`config.mk`:
```
export PLATFORM = sky130hd
export DESIGN_NAME = bp_stall_snapshot_streamer
export DESIGN_NICKNAME = d
export VERILOG_FILES = /design/src/rtl/bp_stall_snapshot_streamer.sv
export SDC_FILE = /design/constraint.sdc
export NUM_CORES = 2
export LEC_CHECK = 0
export ABC_AREA = 1
export CORE_AREA = 4 4 348 350
export CTS_BUF_LIST = sky130_fd_sc_hd__clkbuf_2
export DETAILED_ROUTE_END_ITERATION = 10
export DIE_AREA = 0 0 352 354
export GPL_TIMING_DRIVEN = 0
export SLEW_MARGIN = 20
export SYNTH_ARGS = -nofsm -noshare
export SYNTH_HDL_FRONTEND = slang
export SYNTH_SLANG_ARGS = --single-unit
```
`constraint.sdc`:
```
create_clock -name clk_i -period 4.5 [get_ports clk_i]
set_input_delay 0.9 -clock clk_i [delete_from_list [all_inputs] [get_ports clk_i]]
set_output_delay 0.9 -clock clk_i [all_outputs]
set_load 0.05 [all_outputs]
```
`src/rtl/bp_stall_snapshot_streamer.sv`:
```
// Captures all stall counters plus the cycle count into shadow registers on a host or timer
// trigger, then streams them as one framed valid/ready packet. States: IDLE = waiting for trigger,
// SEND = streaming shadow words.
module bp_stall_snapshot_streamer #(
  parameter int num_counters_p  = 24,
  parameter int counter_width_p = 32,
  parameter int drop_width_p    = 16
) (
  input  logic                                      clk_i,
  input  logic                                      reset_n_i,
  input  logic [num_counters_p*counter_width_p-1:0] counters_i,
  input  logic [31:0]                               cycle_i,
  input  logic                                      snap_req_i,
  input  logic [31:0]                               period_i,
  output logic [counter_width_p-1:0]                data_o,
  output logic                                      v_o,
  input  logic                                      ready_i,
  output logic                                      busy_o,
  output logic [7:0]                                seq_o,
  output logic [drop_width_p-1:0]                   dropped_o
);

  localparam int W     = counter_width_p;
  localparam int IDX_W = $clog2(num_counters_p + 2);
  localparam logic [IDX_W-1:0] LAST_IDX = IDX_W'(num_counters_p + 1);

  typedef enum logic {ST_IDLE, ST_SEND} state_t;

  state_t                  r_state, w_state_nx;
  logic [IDX_W-1:0]        r_idx;
  logic                    r_pend;
  logic [7:0]              r_seq;
  logic [drop_width_p-1:0] r_dropped;
  logic [31:0]             r_timer;
  logic [31:0]             r_cycle;
  logic [W-1:0]            r_shadow [num_counters_p];

  logic         w_timer_fire;
  logic         w_trig;
  logic         w_accept;
  logic         w_last;
  logic         w_capture;
  logic [W-1:0] w_word;

  always_comb begin
    w_timer_fire = (period_i != 32'd0) && (r_timer >= period_i - 32'd1);
    w_trig       = snap_req_i | w_timer_fire;
    w_accept     = (r_state == ST_SEND) && ready_i;
    w_last       = w_accept && (r_idx == LAST_IDX);
  end

  always_comb begin
    w_state_nx = r_state;
    w_capture  = 1'b0;
    case (r_state)
      ST_IDLE: begin
        if (w_trig) begin
          w_capture  = 1'b1;
          w_state_nx = ST_SEND;
        end
      end
      ST_SEND: begin
        // A trigger landing on the final handshake is served immediately, like a pending one.
        if (w_last) begin
          if (r_pend || w_trig) w_capture = 1'b1;
          else                  w_state_nx = ST_IDLE;
        end
      end
      default: w_state_nx = ST_IDLE;
    endcase
  end

  always_comb begin
    w_word = '0;
    if (r_idx == '0)                w_word = W'({8'hA5, r_seq, 16'(num_counters_p)});
    else if (r_idx == IDX_W'(1))    w_word = W'(r_cycle);
    else                            w_word = r_shadow[r_idx - IDX_W'(2)];
  end

  assign v_o       = (r_state == ST_SEND);
  assign busy_o    = (r_state == ST_SEND);
  assign data_o    = v_o ? w_word : '0;
  assign seq_o     = r_seq;
  assign dropped_o = r_dropped;

  always_ff @(posedge clk_i or negedge reset_n_i) begin
    if (!reset_n_i) begin
      r_state   <= ST_IDLE;
      r_idx     <= '0;
      r_pend    <= 1'b0;
      r_seq     <= '0;
      r_dropped <= '0;
      r_timer   <= '0;
      r_cycle   <= '0;
      for (int k = 0; k < num_counters_p; k++) r_shadow[k] <= '0;
    end else begin
      r_state <= w_state_nx;

      if (period_i == 32'd0 || w_timer_fire) r_timer <= '0;
      else                                   r_timer <= r_timer + 32'd1;

      if (w_capture) begin
        r_idx   <= '0;
        r_cycle <= cycle_i;
        for (int k = 0; k < num_counters_p; k++) r_shadow[k] <= counters_i[k*W +: W];
      end else if (w_accept) begin
        r_idx <= r_idx + IDX_W'(1);
      end

      if (w_last) r_seq <= r_seq + 8'd1;

      if (r_state == ST_SEND) begin
        // The re-capture consumes the pending slot; a concurrent trigger becomes the new pending one.
        if (w_last) begin
          r_pend <= r_pend & w_trig;
        end else if (w_trig) begin
          if (!r_pend)                r_pend    <= 1'b1;
          else if (r_dropped != '1)   r_dropped <= r_dropped + 1'b1;
        end
      end
    end
  end

endmodule

```
==> run_results.csv <==
group,metric,value,unit
critical_path,cp_cell_sequence,"inv_4 > buf_6 > clkbuf_16 > clkbuf_16 > ha_4 > inv_8 > clkbuf_16 > clkbuf_16 > o211ai_1 > nand3_2 > nand2_2 > o21ai_2 > buf_6",
synth,synth-edff-count,0,
pwr,vdd_drop_max,0.000679,V
synth,synth.cell_area,43700,µm²
grt,grt_max_degree,145,
pwr,p_sw_share,50.4,%
critical_path,critical_path_class,"reg -> out",
final_layout,drive_above_1_share,13.9,%
route,ant_nets,0,
critical_path,worst-path-buf-inv,8,
route,vias,53700,
outcome,violations,"negative setup slack",
sta,relSlewSlack,25.6,%
synth,syn_area_per_cell,7.80,µm²
route,wl_per_cell,29.3,µm
grt,grt_pass1_vias,53400,
sta,worstMarginPinSlew,1.12,ns
sta,period_needed,5.46,ns
clock_tree,htree_levels,4,
synth,netlist.area_leader.share,49.5,%
pwr,power.density,647,nW/µm²
grt,grt_overflow,0,
sta,clock_skew,0.177,ns
clock_tree,cts-root-buf,"clkbuf_2",
floorplanning,ioPinCount,894,
synth,synth-seq-cells,863,
clock_tree,worstSkewPairLatency,1.72,ns
critical_path,slowest_stage,"o211ai_1",
route,totalWireLength,273000,µm
synth,async_reset_ff_share,100,%
synth,syn_inst,5598,
place,io_buffers,893,
sta,setup_ws,-0.965,ns
hold_path,hold_class,"in -> reg",
outcome,status,"finished with violations",
job,drv_cap,0,
sta,tns,-24.44,ns
critical_path,worstPathRequired,3.60,ns
clock_tree,clock_sinks,863,
pwr,pwr-share-seq,28.6,%
clock_tree,cts_buffer_depth,3,
sta,clock.fmax,183,MHz
floorplanning,dieArea,125000,µm²
critical_path,worst_setup_path_end_kind,"primary output",
synth,ys_types,39,
sta,hold_viol_final,0,
floorplanning,rows,126,
route,drt_iter0_drc,7621,
clock_tree,clkTransAtPathRegs,0.12,ns
final_layout,synthToLayoutAreaGrowth,57.6,%
sta,period_share,121,%
floorplanning,core,118000,µm²
critical_path,crit_top_cell,"clkbuf_16",
synth,yosysWarnings,0,
pwr,p_leak,32.3,nW
grt,grt_pass1_wl,378000,µm
floorplanning,start_util,37.1,%
place,place_congestion,1.07,
pwr,p_int,0.0221,W
critical_path,cp_top_family,"buffers and inverters",
synth,synth_area_leader_cell,"dfrtp_1",
clock_tree,cts_buffers,233,
synth,synth_seq_area_share,49.5,%
critical_path,max_stage_delay,0.58,ns
critical_path,ff2ff_path_depth,15,
floorplanning,die_w,352,µm
place,dp_cells,8033,
sta,report.final.slew_viol_count,0,
floorplanning,die_y,354,µm
critical_path,cp_data_arrival_time,4.56,ns
synth,synth_nets,6476,
route,vias_per_cell,5.76,
route,drt_pre_antenna_iters,8,
grt,globalRouteTotalUtil,42.3,%
critical_path,cp-start-kind,"flip-flop",
grt,antenna_found_initial,25,
sta,finalSetupViolations,32,
hold_path,min_delay_path_depth,3,
final_layout,fillCellCount,10700,
critical_path,worst-path-stages,13,
synth,synth.area.top_cells,"dfrtp_1 49%, nand2_1 16%, nand3_1 10%",
synth,synth_top_flop_cell,"dfrtp_1",
final_layout,fin_nets,8451,
final_layout,fin_cells,9309,
place,place_hpwl,202000,µm
critical_path,path_max_fanout,7,
pwr,p_clk_share,13.7,%
route,drc,0,
clock_tree,cts_tree,"yes",
pwr,combPwrFrac,57.7,%
pwr,p_sw,0.0224,W
sta,rsz0062_at_grt,"yes",
path summary, 6_finish.rpt:
check	from	endpoint	slack, ns
max reg2reg	r_idx[1]$_DFFE_PN0P_	r_shadow[423]$_DFFE_PN0P_	0.41
max in group asynchronous	reset_n_i	r_timer[24]$_DFF_PN0_	2.68
min	counters_i[164]	r_shadow[580]$_DFFE_PN0P_	0.07
min reg2reg	r_timer[0]$_DFF_PN0_	r_timer[0]$_DFF_PN0_	0.48
max	r_idx[1]$_DFFE_PN0P_	data_o[16]	-0.96
min in group asynchronous	reset_n_i	r_shadow[252]$_DFFE_PN0P_	0.50
power groups by stage:
stage,combinational [W],sequential [W],clock (W)
after global placement,0.0181,0.0127,0
after global routing,0.0261,0.0128,0.00652
final,0.0257,0.0127,0.00611
after floorplan,0.00962,0.0118,0
after detailed placement,0.0182,0.0127,0
after CTS,0.0237,0.0126,0.00608
per-layer routing:
layer | up-vias | track usage (%) | part of all wire [%]
met5 | - | 1.04 | 0.042
met4 | 14 | 28.9 | 8.2
met3 | 1014 | 15.2 | 13
met2 | 4032 | 64.3 | 43
met1 | 25900 | 50.0 | 36
li1 | 22700 | - | -
cells in the mapped netlist, types with 40 or more instances:
cell and count:
o221ai_1 141, nand2_1 1866, clkbuf_1 235, ha_1 42, xor2_1 50, inv_1 105, o21ai_0 437, o22ai_1 40
buf_2 116, nand3_1 904, nor2_1 513, buf_6 53, dfrtp_1 863
cell usage in the layout, fill, tap and decap left out, drive strengths merged, types with 2 or more instances in the layout:
cell | synthesis | layout
clkinv | 2 | 62
bufinv | 0 | 5
o22ai | 40 | 40
clkdlybuf4s50 | 0 | 860
buf | 209 | 324
a31oi | 14 | 14
dlygate4sd3 | 0 | 786
ha | 42 | 42
or2 | 2 | 2
nand3 | 904 | 904
xor2 | 50 | 50
nor3b | 2 | 2
diode | 0 | 18
o21ai | 437 | 437
dfrtp | 863 | 863
a21o | 3 | 3
nand2 | 1871 | 1871
inv | 108 | 113
clkbuf | 235 | 560
nor4 | 9 | 9
o22a | 7 | 7
nor2 | 514 | 514
nand3b | 2 | 2
nor3 | 30 | 30
xnor2 | 23 | 23
o221ai | 141 | 141
o211ai | 18 | 18
a21oi | 35 | 35
nand4 | 32 | 32
worst min-delay path: stages:
cell and delay (ns):
clkdlybuf4s50_1 0.53, nand2_1 0.23, nand2_1 0.08
layout make-up:
class                           instances  area [µm²]  area share, %
Multi-Input combinational cell       4181       21300           31.0
Inverter                              110         427          0.620
Clock inverter                         71         439          0.638
Antenna cell                           18        45.0         0.0654
Clock buffer                          346        1730           2.52
Timing Repair Buffer                 1745       17700           25.7
Buffer                                439        3660           5.31
Sequential cell                       863       21600           31.4
Tap cell                             1536        1920           2.79
logic make-up (layout without fill, tap and decap cells):
family / Yosys count / in the layout / share of synthesized area, %
flops: 863 / 863 / 49.5
xor+xnor: 73 / 73 / 1.46
buf+inv: 554 / 2711 / 6.30
fa+ha+maj: 42 / 42 / 1.20
compound gates: 699 / 699 / 9.59
other cells: 0 / 18 / 0
simple gates: 3367 / 3367 / 32.0
state kept, by name, indices dropped and copies added, names as in the netlist:
name and flops:
dropped_o 16, r_pend 1, r_shadow 768, r_cycle 32, seq_o 8, r_timer 32
busy_o 1, r_idx 5
through the flow:
stage	hold WS [ns]	utilization (%)	setup WS, ns	total power, W	area [µm²]
after floorplan	0.432	-	0.169	0.0214	43700
after global placement	0.454	46.3	-38.03	0.0308	54500
after detailed placement	0.465	46.5	-3.22	0.0309	54700
after CTS	0.00265	58.0	-0.818	0.0423	68300
after global routing	0.0402	58.4	-0.851	0.0454	68800
final	0.0672	58.4	-0.965	0.0445	68800
what timing repair did:
action | 4_1_cts | 5_1_grt
gates resized for setup | 948 | 122
hold buffers | 787 | 0
endpoints found under the hold margin | 1265 | 0
buffers inserted | 40 | 15
endpoints found under the setup margin | 835 | 51
pin swaps | 91 | 70
gates cloned | 4 | 0
(Power assumes the default switching activity.)
